**config.mk**
```make
export PLATFORM = sky130hd
export DESIGN_NAME = fetch_queue
export DESIGN_NICKNAME = d
export VERILOG_FILES = /design/src/rtl/mips_fetch_pkg.sv /design/src/rtl/fetch_queue_mem.sv /design/src/rtl/fetch_queue.sv
export SDC_FILE = /design/constraint.sdc
export NUM_CORES = 1
export LEC_CHECK = 0
export CAP_MARGIN = 20
export CORE_MARGIN = 5
export CORE_UTILIZATION = 40
export CTS_CLUSTER_SIZE = 24
export DETAILED_ROUTE_END_ITERATION = 7
export GPL_ROUTABILITY_DRIVEN = 0
export PLACE_DENSITY = 0.68
export SLEW_MARGIN = 10
export SYNTH_ARGS = -nofsm -noshare
export SYNTH_HDL_FRONTEND = slang
export SYNTH_SLANG_ARGS = --single-unit
```
**constraint.sdc**
```tcl
create_clock -name Clk -period 2.9 [get_ports Clk]
set_clock_uncertainty 0.1 [all_clocks]
set_input_delay 0.29 -clock Clk [delete_from_list [all_inputs] [get_ports Clk]]
set_output_delay 0.29 -clock Clk [all_outputs]
set_load 0.01 [all_outputs]
```
**src/rtl/mips_fetch_pkg.sv**
```systemverilog
// ============================================================================
// Package : mips_fetch_pkg
// Shared entry type and constants for the instruction fetch queue.
// Rev     : 1.0
// ============================================================================
`default_nettype none

package mips_fetch_pkg;

    typedef struct packed {
        logic [31:0] pc;
        logic [31:0] instr;
    } fetch_entry_t;

    localparam logic [31:0] PC_INC              = 32'd4;
    localparam int          FETCH_DEPTH_DEFAULT = 4;

endpackage

`default_nettype wire

```
**src/rtl/fetch_queue_mem.sv**
```systemverilog
// ============================================================================
// Module : fetch_queue_mem
// DEPTH-entry fetch entry storage: one synchronous write, one async read.
// Rev    : 1.0
// ============================================================================
`default_nettype none

module fetch_queue_mem
    import mips_fetch_pkg::*;
#(
    parameter int DEPTH = FETCH_DEPTH_DEFAULT,
    parameter int PTR_W = 2
) (
    input  logic               Clk,
    input  logic               we,
    input  logic [PTR_W-1:0]   wr_ptr,
    input  fetch_entry_t       wr_data,
    input  logic [PTR_W-1:0]   rd_ptr,
    output fetch_entry_t       rd_data
);

    fetch_entry_t mem [DEPTH];

    always_ff @(posedge Clk) begin
        if (we) begin
            mem[wr_ptr] <= wr_data;
        end
    end

    assign rd_data = mem[rd_ptr];

endmodule

`default_nettype wire

```
**src/rtl/fetch_queue.sv**
```systemverilog
// ============================================================================
// Module : fetch_queue
// In-order (PC, instruction) queue between fetch and decode with flush.
// Optional perf counters when FETCH_PERF_EN is defined.
// Rev    : 1.0
// ============================================================================
`default_nettype none

module fetch_queue
    import mips_fetch_pkg::*;
#(
    parameter int DEPTH  = FETCH_DEPTH_DEFAULT,
    parameter int PTR_W  = 2,
    parameter int DATA_W = 32
) (
    input  logic              Clk,
    input  logic              Reset,
    input  logic [DATA_W-1:0] InPC,
    input  logic [DATA_W-1:0] InInstr,
    input  logic              InValid,
    output logic              PCWrite,
    input  logic              Flush,
    output logic [DATA_W-1:0] OutPC,
    output logic [DATA_W-1:0] OutPCPlus4,
    output logic [DATA_W-1:0] OutInstr,
    output logic              OutMisaligned,
    output logic              OutValid,
    input  logic              OutReady
`ifdef FETCH_PERF_EN
    ,
    output logic [31:0]       StallCycles,
    output logic [15:0]       FlushCount
`endif
);

    localparam logic [PTR_W:0] FULL_COUNT = (PTR_W+1)'(DEPTH);

    logic [PTR_W-1:0] wr_ptr;
    logic [PTR_W-1:0] rd_ptr;
    logic [PTR_W:0]   count;
    logic             enq;
    logic             deq;
    fetch_entry_t     wr_entry;
    fetch_entry_t     head;

    // PCWrite depends on registered count only, so no OutReady -> PC path.
    assign PCWrite  = (count != FULL_COUNT);
    assign OutValid = (count != '0);
    assign enq      = InValid && PCWrite && !Flush;
    assign deq      = OutValid && OutReady;

    assign wr_entry.pc    = InPC;
    assign wr_entry.instr = InInstr;

    fetch_queue_mem #(
        .DEPTH (DEPTH),
        .PTR_W (PTR_W)
    ) u_mem (
        .Clk     (Clk),
        .we      (enq && !Reset),
        .wr_ptr  (wr_ptr),
        .wr_data (wr_entry),
        .rd_ptr  (rd_ptr),
        .rd_data (head)
    );

    always_ff @(posedge Clk) begin
        if (Reset || Flush) begin
            wr_ptr <= '0;
            rd_ptr <= '0;
            count  <= '0;
        end else begin
            if (enq) begin
                wr_ptr <= wr_ptr + 1'b1;
            end
            if (deq) begin
                rd_ptr <= rd_ptr + 1'b1;
            end
            case ({enq, deq})
                2'b10:   count <= count + 1'b1;
                2'b01:   count <= count - 1'b1;
                default: count <= count;
            endcase
        end
    end

    // Storage is never cleared, so every head-derived output is gated by OutValid.
    assign OutPC         = OutValid ? head.pc : '0;
    assign OutInstr      = OutValid ? head.instr : '0;
    assign OutPCPlus4    = OutValid ? (head.pc + PC_INC) : '0;
    assign OutMisaligned = OutValid && (head.pc[1:0] != 2'b00);

`ifdef FETCH_PERF_EN
    always_ff @(posedge Clk) begin
        if (Reset) begin
            StallCycles <= '0;
            FlushCount  <= '0;
        end else begin
            if (InValid && !PCWrite && (StallCycles != '1)) begin
                StallCycles <= StallCycles + 1'b1;
            end
            if (Flush && (FlushCount != '1)) begin
                FlushCount <= FlushCount + 1'b1;
            end
        end
    end
`endif

endmodule

`default_nettype wire

```
==> results of run 1 <==
[Yosys cell counts, drive strengths merged]
| master | instances |
|---|---|
| or2 | 5 |
| inv | 10 |
| or4 | 5 |
| clkbuf | 16 |
| nand4b | 1 |
| nor4 | 3 |
| and4 | 4 |
| edfxtp | 256 |
| mux4 | 64 |
| nand3 | 10 |
| or3b | 1 |
| nand2 | 13 |
| nor4bb | 1 |
| xor2 | 7 |
| nand3b | 1 |
| and2 | 67 |
| fa | 1 |
| nor3b | 1 |
| nand4 | 7 |
| dfxtp | 9 |
| ha | 6 |
| mux2 | 11 |
| nor2 | 36 |
| or3 | 3 |
| nor3 | 9 |
| a21oi | 9 |
| o21ai | 5 |
| o31ai | 3 |
| buf | 12 |
| xnor2 | 8 |
[logic make-up (layout without fill, tap and decap cells)]
logic type | count (synthesis) | after routing | share of synthesized area, %
AOI/OAI and AO/OA | 17 | 17 | 0.8480
xor gates and xnor gates | 15 | 15 | 1.203
adders and majority gates | 7 | 7 | 0.8709
buffers and inverters | 38 | 330 | 1.799
DFF | 265 | 265 | 72.06
muxes | 75 | 75 | 14.51
and+or+nand+nor | 167 | 167 | 8.710
[area by class of cell]
cell class              count  area (sq um)  area share, %
flip-flops and latches    265          7875          52.84
multi-input cells         281          3133          21.02
repair buffers            270          2625          17.61
clock buffers              34         701.9          4.710
well taps                 341         426.7          2.863
clock inverters            16         101.3         0.6800
inverters                  10         40.04         0.2687
[worst reg2reg max path, delay by kind of cell, from the launching register on]
kind	cells	cell delay [ns]
AOI/OAI and AO/OA	1	0.13
xor gates and xnor gates	1	0.16
adders and majority gates	2	0.58
buffers and inverters	2	0.31
DFF	1	0.38
and+or+nand+nor	3	0.63
[flip-flops by register name, indices dropped and copies added, names as in the netlist, named ones only]
| signal | count |
|---|---|
| count | 3 |
| wr_ptr | 2 |
| u_mem.mem | 256 |
| rd_ptr | 2 |
[routing by layer]
| layer | share of wire (%) | wire, um | GRT usage, % | vias to the layer above |
|---|---|---|---|---|
| met3 | 6.4 | 1555 | 3.808 | 38 |
| met4 | 1.9 | 469 | 3.732 | 6 |
| met5 | 0.22 | 54 | 0 | - |
| met2 | 49 | 11790 | 26.02 | 183 |
| met1 | 43 | 10370 | 21.18 | 3156 |
| li1 | - | - | - | 2863 |
[through the flow]
step / instances / setup slack, ns / hold slack, ns / instance area, sq um / total power, mW
global placement: 1139 / -0.2826 / 0.3965 / 13580 / 4.835
floorplan: 584 / 0.2240 / 0.2889 / 10920 / 4.519
global route: 1217 / -0.5926 / 0.2787 / 14900 / 8.207
CTS: 1214 / -0.5058 / 0.2741 / 14780 / 7.992
finish: 1217 / -0.5034 / 0.2962 / 14900 / 7.911
detailed placement: 1139 / -0.3067 / 0.3996 / 13580 / 4.841
[final timing paths]
| check | from | end | slack [ns] | depth (start not counted) |
|---|---|---|---|---|
| max reg2reg | count[0]$_SDFFE_PP0P_ | count[2]$_SDFFE_PP0P_ | 0.53 | 9 |
| max | register | OutPCPlus4[29] | -0.50 | 8 |
| min reg2reg | wr_ptr[1]$_SDFFE_PP0P_ | wr_ptr[1]$_SDFFE_PP0P_ | 0.42 | 2 |
| min | InPC[26] | u_mem.mem[2][58]$_DFFE_PP_ | 0.30 | 1 |
[cell usage in the layout, fill, tap and decap left out, types with 8 or more instances in the layout]
cell,instances
mux2_4,9
clkbuf_16,27
buf_4,62
nor2_1,34
buf_12,12
and2_1,58
dlygate4sd2_1,8
edfxtp_1,256
and2_4,9
clkdlybuf4s50_1,117
buf_6,41
mux4_2,63
nand2_1,11
buf_2,17
clkinv_1,8
[power by group through the flow]
| stage | clock network (mW) | logic (mW) | registers [mW] |
|---|---|---|---|
| finish | 3.13 | 0.530 | 4.25 |
| global route | 3.39 | 0.571 | 4.25 |
| CTS | 3.22 | 0.529 | 4.25 |
| detailed placement | 0 | 0.512 | 4.33 |
| global placement | 0 | 0.507 | 4.33 |
| floorplan | 0 | 0.191 | 4.33 |
[timing repair]
item	4_1_cts	5_1_grt
endpoints found under the setup margin	86	77
resized for setup	227	41
setup buffers	25	9
pin swaps	29	13
==> results.json, run 1 <==
{
  "status": "complete, but fails checks",
  "violations": "setup timing",
  "n_fill_cell": 2099,
  "avgRoutedWirePerCell_um": 19.92,
  "p_sw_mw": 1.590,
  "seqPwrFrac_pct": 53.7,
  "clkSinkCount": 265,
  "syn_nets": 660,
  "drc": 0,
  "clk_pin_slew_ns": 0.06,
  "ioPinCount": 168,
  "htreeDepth": 1,
  "path_cells": "buf_12, buf_12, mux4_2, nand4_1, or4_4, nor3_2, mux2_1, buf_2",
  "required_ns": 2.51,
  "cp_slowest_cell": "or4_4",
  "cpPeakStageDelay_ns": 0.60,
  "tns_ns": -9.611,
  "portBuffers": 167,
  "min_period_ns": 3.403,
  "viasPerCell": 5.132,
  "place_hpwl_um": 15650,
  "period_share_pct": 117.4,
  "critPathMaxFanout": 7,
  "critPathKind": "reg -> out",
  "grt_pass1_wl_um": 38200,
  "worstSkewPairLatency_ns": 0.52,
  "ant_nets": 0,
  "tightest_slew_ns": 0.4405,
  "cp_top_family": "simple AND/OR/NAND/NOR gates",
  "dr.pass1.iters": 4,
  "worst_hold_path_type": "in -> reg",
  "grt_pass1_vias": 6793,
  "worst-path-buf-inv": 3,
  "syn2layout_area_growth_pct": 36.50,
  "ir_worst_vdd_uv": 444.6,
  "drive_above_1_share_pct": 34.70,
  "cts_tree": "yes",
  "yosys.cell_types.count": 42,
  "setup_viol_count_final": 58,
  "netSwitchingFraction_pct": 20.10,
  "max_cap_viol_count": 0,
  "die_h_um": 175.2,
  "grt_overflow": 0,
  "arrival_ns": 3.01,
  "utilization_pct": 55.30,
  "yosys.area.top_type": "edfxtp_1",
  "grt_max_degree": 65,
  "finalWorstSetupSlack_ns": -0.5034,
  "pwr-share-comb_pct": 6.7,
  "holdBufCountCts": 0,
  "syn_area_per_cell_sq_um": 18.70,
  "pwr_density_cell_mw_per_mm2": 530.8,
  "clockBufferDepth": 3,
  "cts-buffers-inserted": 27,
  "die-area_sq_mm": 0.03070,
  "grt_usage_pct": 15.71,
  "maxSlewHeadroom_pct": 70.63,
  "drt_wl_total_um": 24240,
  "synth_top_area_share_pct": 70.41,
  "yosys-top-cells-area": "edfxtp_1 (70%), mux4_2 (12%), and2_1 (3.8%)",
  "drt_iter0_markers": 316,
  "synth-seq-cells": 265,
  "internal_power_mw": 6.320,
  "antenna_found_initial": 3,
  "crit_top_cell": "buf_12",
  "leakagePower_nw": 5.181,
  "synth_cells": 584,
  "diodes": 0,
  "yosys_warnings": 0,
  "rsz0062_at_grt": "yes",
  "syn_area_sq_mm": 0.01092,
  "hold_viol": 0,
  "fp.coreArea_sq_mm": 0.02695,
  "slew_viol_final": 0,
  "clock_power_share_pct": 39.6,
  "start_util_pct": 40.51,
  "rows": 60,
  "start_kind": "register",
  "vias": 6246,
  "max_freq_mhz": 293.8,
  "ys_seq_area_share_pct": 72.06,
  "nets": 931,
  "cts-root-buf": "clkbuf_16",
  "critPathCaptureType": "primary output",
  "die_x_um": 175.2
}
Power figures use the tool's default switching activity.
==> run 2: changes to the inputs <==
--- a/config.mk
+++ b/config.mk
@@ -12,6 +12,7 @@
 export DETAILED_ROUTE_END_ITERATION = 7
 export GPL_ROUTABILITY_DRIVEN = 0
 export PLACE_DENSITY = 0.68
+export SKIP_LAST_GASP = 1
 export SLEW_MARGIN = 10
 export SYNTH_ARGS = -nofsm -noshare
 export SYNTH_HDL_FRONTEND = slang
==> run 2 against run 1 <==
Against the previous run:
- the flow still finishes with violations (setup timing)
- register-to-register slack about the same
- largest cell class unchanged
- design area about the same
- combinational power hardly changed
- total power about the same
- routed wire length up 0.59%
==> results.json, run 2 (synthesis gave the netlist of run 1 again) <==
{
  "layout.cells.most_common": "edfxtp_1",
  "viasPerCell": 5.119,
  "tightest_slew_ns": 0.4316,
  "clkSinkCount": 265,
  "leakagePower_nw": 5.191,
  "final_cell_area_sq_mm": 0.01491,
  "pre_cts_ws_ns": -0.3067,
  "max_cap_viol_count": 0,
  "rsz0062_at_grt": "yes",
  "cts_tree": "yes",
  "n_fill_cell": 2099,
  "ant_nets": 0,
  "cts-buffers-inserted": 27,
  "required_ns": 2.51,
  "largest_registers": "u_mem.mem: 256 flops, count: 3 flops",
  "ioPinCount": 168,
  "fp.coreArea_sq_mm": 0.02695,
  "dr.pass1.iters": 6,
  "worstSkewPairLatency_ns": 0.52,
  "largest_reg_flops": 256,
  "path_cells": "buf_8, mux4_2, nand4_2, or4_4, buf_6, nor3_4, mux2_4, buf_2",
  "portBuffers": 167,
  "critPathMaxFanout": 7,
  "grt_max_degree": 65,
  "start_kind": "register",
  "min_period_ns": 3.389,
  "utilization_pct": 55.34,
  "ir_worst_vdd_uv": 444.2,
  "grt_overflow": 0,
  "rows": 60,
  "nets": 928,
  "dpl_cell_area_sq_mm": 0.01358,
  "drive_above_1_share_pct": 34.48,
  "worst_hold_path_type": "in -> reg",
  "max_freq_mhz": 295.1,
  "grt_usage_pct": 15.70,
  "holdBufCountCts": 0,
  "arrival_ns": 3.00,
  "status": "complete, but fails checks",
  "cts-root-buf": "clkbuf_16",
  "period_share_pct": 116.8,
  "pwr_density_cell_mw_per_mm2": 530.6,
  "grt_pass1_vias": 6785,
  "drt_wl_total_um": 24380,
  "grt_pass1_wl_um": 38160,
  "setup_viol_count_final": 57,
  "mostFrequentLayoutCells": "edfxtp_1 (256), clkdlybuf4s50_1 (117), mux4_2 (63)",
  "finalNonFillerCells": 1214,
  "diodes": 0,
  "critPathKind": "reg -> out",
  "finalWorstSetupSlack_ns": -0.4885,
  "power_mw": 7.913,
  "start_util_pct": 40.51,
  "violations": "setup timing",
  "cpPeakStageDelay_ns": 0.63,
  "fin_hold_ws_ns": 0.2979,
  "critPathCaptureType": "primary output",
  "dp_cells": 1139,
  "die-area_sq_mm": 0.03070,
  "vias": 6215,
  "clockBufferDepth": 3,
  "die_x_um": 175.2,
  "top_register": "u_mem.mem",
  "tns_ns": -9.241,
  "cp_slowest_cell": "or4_4",
  "slew_viol_final": 0,
  "drc": 0,
  "hold_viol": 0,
  "drt_iter0_markers": 344,
  "maxSlewHeadroom_pct": 71.23,
  "syn2layout_area_growth_pct": 36.60,
  "avgRoutedWirePerCell_um": 20.08,
  "antenna_found_initial": 3,
  "place_hpwl_um": 15650,
  "die_h_um": 175.2,
  "htreeDepth": 1,
  "clk_pin_slew_ns": 0.06
}
run 2: cell types whose count changed in the layout (fill, tap and decap cells not counted), sizes merged:
cell    change
clkbuf      -2
buf         -1
run 2: area by class of cell:
class / count / area, sq um / area share [%]
Sequential cell: 265 / 7875 / 52.80
Multi-Input combinational cell: 281 / 3159 / 21.18
Clock buffer: 34 / 701.9 / 4.706
Clock inverter: 16 / 101.3 / 0.6795
Inverter: 10 / 45.04 / 0.3020
Timing Repair Buffer: 267 / 2605 / 17.47
Tap cell: 341 / 426.7 / 2.861
run 2: worst paths after layout:
path	start	to	slack [ns]	cells past startpoint
setup / recovery	register	OutPCPlus4[27]	-0.49	8
hold / removal	InPC[26]	u_mem.mem[2][58]$_DFFE_PP_	0.30	1
setup reg to reg	count[0]$_SDFFE_PP0P_	count[2]$_SDFFE_PP0P_	0.53	9
hold reg to reg	wr_ptr[1]$_SDFFE_PP0P_	wr_ptr[1]$_SDFFE_PP0P_	0.42	2
run 2: what timing repair did:
| item | CTS | global route |
|---|---|---|
| buffers inserted | 25 | 5 |
| endpoints found under the setup margin | 86 | 77 |
| pin swaps | 27 | 15 |
| cloned | 0 | 0 |
| hold endpoints to repair | 0 | 0 |
| gates resized for setup | 220 | 56 |
run 2: routing by layer:
layer / up-vias / share of wire, % / global-route usage [%]
li1: 2852 / - / -
met1: 3140 / 43 / 21.19
met2: 177 / 49 / 25.89
met3: 40 / 6.1 / 3.808
met4: 6 / 2.1 / 3.863
met5: - / 0.22 / 0
run 2: critical path: cells and delay by family, from the launching register on:
kind,cells,cell delay [ns]
muxes,2,0.70
DFF,1,0.38
buffers and inverters,3,0.47
and+or+nand+nor,3,0.92
run 2: power by group:
part | internal, mW | total [mW] | switching [mW]
Combinational | 0.289 | 0.533 | 0.244
Clock | 1.79 | 3.13 | 1.34
Sequential | 4.24 | 4.25 | 0.0107
Total | 6.32 | 7.91 | 1.59
==> run 3: changes to the inputs <==
--- a/config.mk
+++ b/config.mk
@@ -5,13 +5,13 @@
 export SDC_FILE = /design/constraint.sdc
 export NUM_CORES = 1
 export LEC_CHECK = 0
+export ABC_AREA = 1
 export CAP_MARGIN = 20
 export CORE_MARGIN = 5
 export CORE_UTILIZATION = 40
-export CTS_CLUSTER_SIZE = 24
 export DETAILED_ROUTE_END_ITERATION = 7
 export GPL_ROUTABILITY_DRIVEN = 0
-export PLACE_DENSITY = 0.68
+export PLACE_DENSITY = 0.67
 export SKIP_LAST_GASP = 1
 export SLEW_MARGIN = 10
 export SYNTH_ARGS = -nofsm -noshare
==> constraint.sdc (replaced) <==
create_clock -name Clk -period 2.9 [get_ports Clk]
set_clock_uncertainty 0.1 [all_clocks]
set_input_delay 0.58 -clock Clk [delete_from_list [all_inputs] [get_ports Clk]]
set_output_delay 0.58 -clock Clk [all_outputs]
set_load 0.01 [all_outputs]
==> run 3 against run 2 <==
Against the previous run:
- the flow still finishes with violations (setup timing)
- first-iteration DRC count is 110% higher
- combinational power grew 58%
- die area rose by 9.4%
- via count rose by 55%
- flip-flop and latch count is the same
- fmax grew 5.0%
- non-clock buffer count is 33 higher
- utilization up 1.4 points
- sequential share of layout area decreased by 6.0 points
- worst hold slack improved by 0.081 ns
==> results.json, run 3 <==
{
  "start_util_pct": 40.50,
  "rows": 63,
  "final_cell_area_sq_mm": 0.01683,
  "grt_usage_pct": 18.90,
  "cts-root-buf": "clkbuf_16",
  "mostFrequentLayoutCells": "nand2_1 (280), edfxtp_1 (256), nor2_1 (197)",
  "dr.pass1.iters": 5,
  "drt_wl_total_um": 33840,
  "ant_nets": 0,
  "yosys_warnings": 0,
  "multi_input_area_sq_mm": 0.004295,
  "required_ns": 2.22,
  "async_flop_share_pct": 0,
  "syn_area_sq_mm": 0.01200,
  "synth.area.mux_share_pct": 0,
  "worst_hold_path_type": "reg -> reg",
  "r2r_cells": 11,
  "tns_ns": -7.063,
  "ff_latch_area_sq_mm": 0.007875,
  "ys_seq_area_share_pct": 65.54,
  "diodes": 0,
  "fin_hold_ws_ns": 0.3791,
  "drc": 0,
  "cts_tree": "yes",
  "critPathKind": "reg -> out",
  "die_h_um": 183.2,
  "ir_worst_vdd_uv": 466.2,
  "grt_overflow": 0,
  "min_period_ns": 3.227,
  "utilization_pct": 56.79,
  "max_cap_viol_count": 0,
  "rsz0062_at_grt": "yes",
  "worstSkewPairLatency_ns": 0.56,
  "path_cells": "buf_12, buf_16, nand2_4, nand2_2, nand2_1, nand2_2, nand2_4, nor2_4, nand2_2, nor2_4, nand2_2, nand2_1, inv_1, nor2_2, buf_2",
  "avgRoutedWirePerCell_um": 17.75,
  "htreeDepth": 1,
  "cpPeakStageDelay_ns": 0.50,
  "top_register": "u_mem.mem",
  "place_hpwl_um": 20150,
  "synth_compound_area_share_pct": 6.525,
  "max_freq_mhz": 309.9,
  "status": "complete, but fails checks",
  "yosys.area_share.simple_pct": 22.62,
  "synthMostInstantiatedCell": "nand2_1",
  "setup_viol_count_final": 41,
  "synth-seq-cells": 265,
  "yosys.cell_types.count": 29,
  "synth_common_cells": "nand2_1 (349), edfxtp_1 (256), nor2_1 (233)",
  "syn2layout_area_growth_pct": 40.21,
  "slew_viol_final": 0,
  "holdBufCountCts": 0,
  "clkSinkCount": 265,
  "antenna_found_initial": 3,
  "crit_top_cell": "nand2_2",
  "dpl_cell_area_sq_mm": 0.01487,
  "viasPerCell": 5.047,
  "ioPinCount": 168,
  "synth_cells": 1221,
  "syn_area_per_cell_sq_um": 9.831,
  "yosys-top-cells-area": "edfxtp_1 (64%), nand2_1 (11%), nor2_1 (7.3%)",
  "period_share_pct": 111.3,
  "leakagePower_nw": 6.966,
  "maxSlewHeadroom_pct": 65.71,
  "clk_pin_slew_ns": 0.06,
  "syn_nets": 1297,
  "critPathCaptureType": "primary output",
  "pwr_density_cell_mw_per_mm2": 509.9,
  "hold_viol": 0,
  "critPathMaxFanout": 7,
  "finalWorstSetupSlack_ns": -0.3267,
  "synth_top_family_by_area": "simple AND/OR/NAND/NOR gates",
  "cts-buffers-inserted": 29,
  "pre_cts_ws_ns": -0.2925,
  "synth_top_area_share_pct": 64.04,
  "largest_reg_flops": 256,
  "vias": 9620,
  "hold_depth": 1,
  "cp_slowest_cell": "dfxtp_4",
  "die_x_um": 183.2,
  "synth-adder-area-share_pct": 0.7922,
  "drt_iter0_markers": 725,
  "portBuffers": 167,
  "ys.flop_type": "edfxtp_1",
  "violations": "setup timing",
  "fp.coreArea_sq_mm": 0.02964,
  "tightest_slew_ns": 0.5143,
  "arrival_ns": 2.55,
  "nets": 1571,
  "synth_xor_area_share_pct": 0.2189,
  "drive_above_1_share_pct": 25.40,
  "grt_max_degree": 38,
  "grt_pass1_vias": 9319,
  "layout.cells.most_common": "nand2_1",
  "n_fill_cell": 2502,
  "largest_registers": "u_mem.mem: 256 flops, count: 3 flops",
  "start_kind": "register",
  "yosys.area.top_type": "edfxtp_1",
  "clockBufferDepth": 3,
  "synth-edff-count": 256,
  "die-area_sq_mm": 0.03358,
  "grt_pass1_wl_um": 50600
}
## run 3: changes by cell type in the layout (fill, tap and decap cells not counted), moves of 45 or more
cell / previous run / this run
nand2_1: 11 / 280
a21oi_1: 4 / 49
clkdlybuf4s50_1: 117 / 72
o21ai_0: 3 / 71
nand2_2: 1 / 51
nor2_1: 34 / 197
nand3_1: 7 / 63
and2_1: 58 / 1
mux4_2: 63 / 0
## run 3: final timing paths
check	start	slack, ns	to
worst max-delay path	register	-0.33	OutPCPlus4[23]
worst min-delay path	rd_ptr[0]$_SDFFE_PP0P_	0.38	register
worst max register to register	count[2]$_SDFFE_PP0P_	0.49	count[2]$_SDFFE_PP0P_
worst min register to register	rd_ptr[0]$_SDFFE_PP0P_	0.38	register
## run 3: kinds of logic (layout without fill, tap and decap cells)
group / after synthesis / after routing
AOI/OAI and AO/OA: 154 / 154
buffers and inverters: 113 / 408
DFF: 265 / 265
xor gates and xnor gates: 3 / 3
adders and majority gates: 7 / 7
and+or+nand+nor: 679 / 679
## run 3: per-stage QoR
| stage | power [mW] | std cells |
|---|---|---|
| global placement | 5.108 | 1824 |
| CTS | 8.605 | 1896 |
| floorplan | 4.659 | 1221 |
| detailed placement | 5.118 | 1824 |
| finish | 8.582 | 1906 |
| global route | 8.913 | 1906 |
## run 3: cell type report
| class | count | share of cell area (%) |
|---|---|---|
| Sequential cell | 265 | 46.79 |
| Multi-Input combinational cell | 843 | 25.52 |
| Timing Repair Buffer | 300 | 18.07 |
| Clock buffer | 33 | 4.401 |
| Tap cell | 390 | 2.899 |
| Inverter | 55 | 1.316 |
| Clock inverter | 19 | 0.9664 |
| Timing Repair inverter | 1 | 0.03717 |
## run 3: what timing repair did
| action | CTS | global route |
|---|---|---|
| setup endpoints to repair | 94 | 91 |
| cloned | 9 | 3 |
| buffers inserted | 11 | 7 |
| resized for setup | 282 | 180 |
| pin swaps | 52 | 78 |
## run 3: routing by layer
metal / routed length [um] / vias up / GRT usage (%)
li1: - / 4663 / -
met1: 14030 / 4519 / 24.82
met2: 16530 / 365 / 32.26
met3: 2434 / 67 / 4.344
met4: 816 / 6 / 4.172
met5: 26 / - / 0
## run 3: where the power goes
group	total [mW]	switching, mW	internal, mW
Clock	3.48	1.47	2.01
Combinational	0.842	0.472	0.370
Sequential	4.26	0.0149	4.24
## run 3: critical path, delay by kind of cell (launching register included)
| family | cells | cell delay [ns] |
|---|---|---|
| simple gates | 11 | 1.02 |
| flops | 1 | 0.50 |
| buf+inv | 4 | 0.50 |
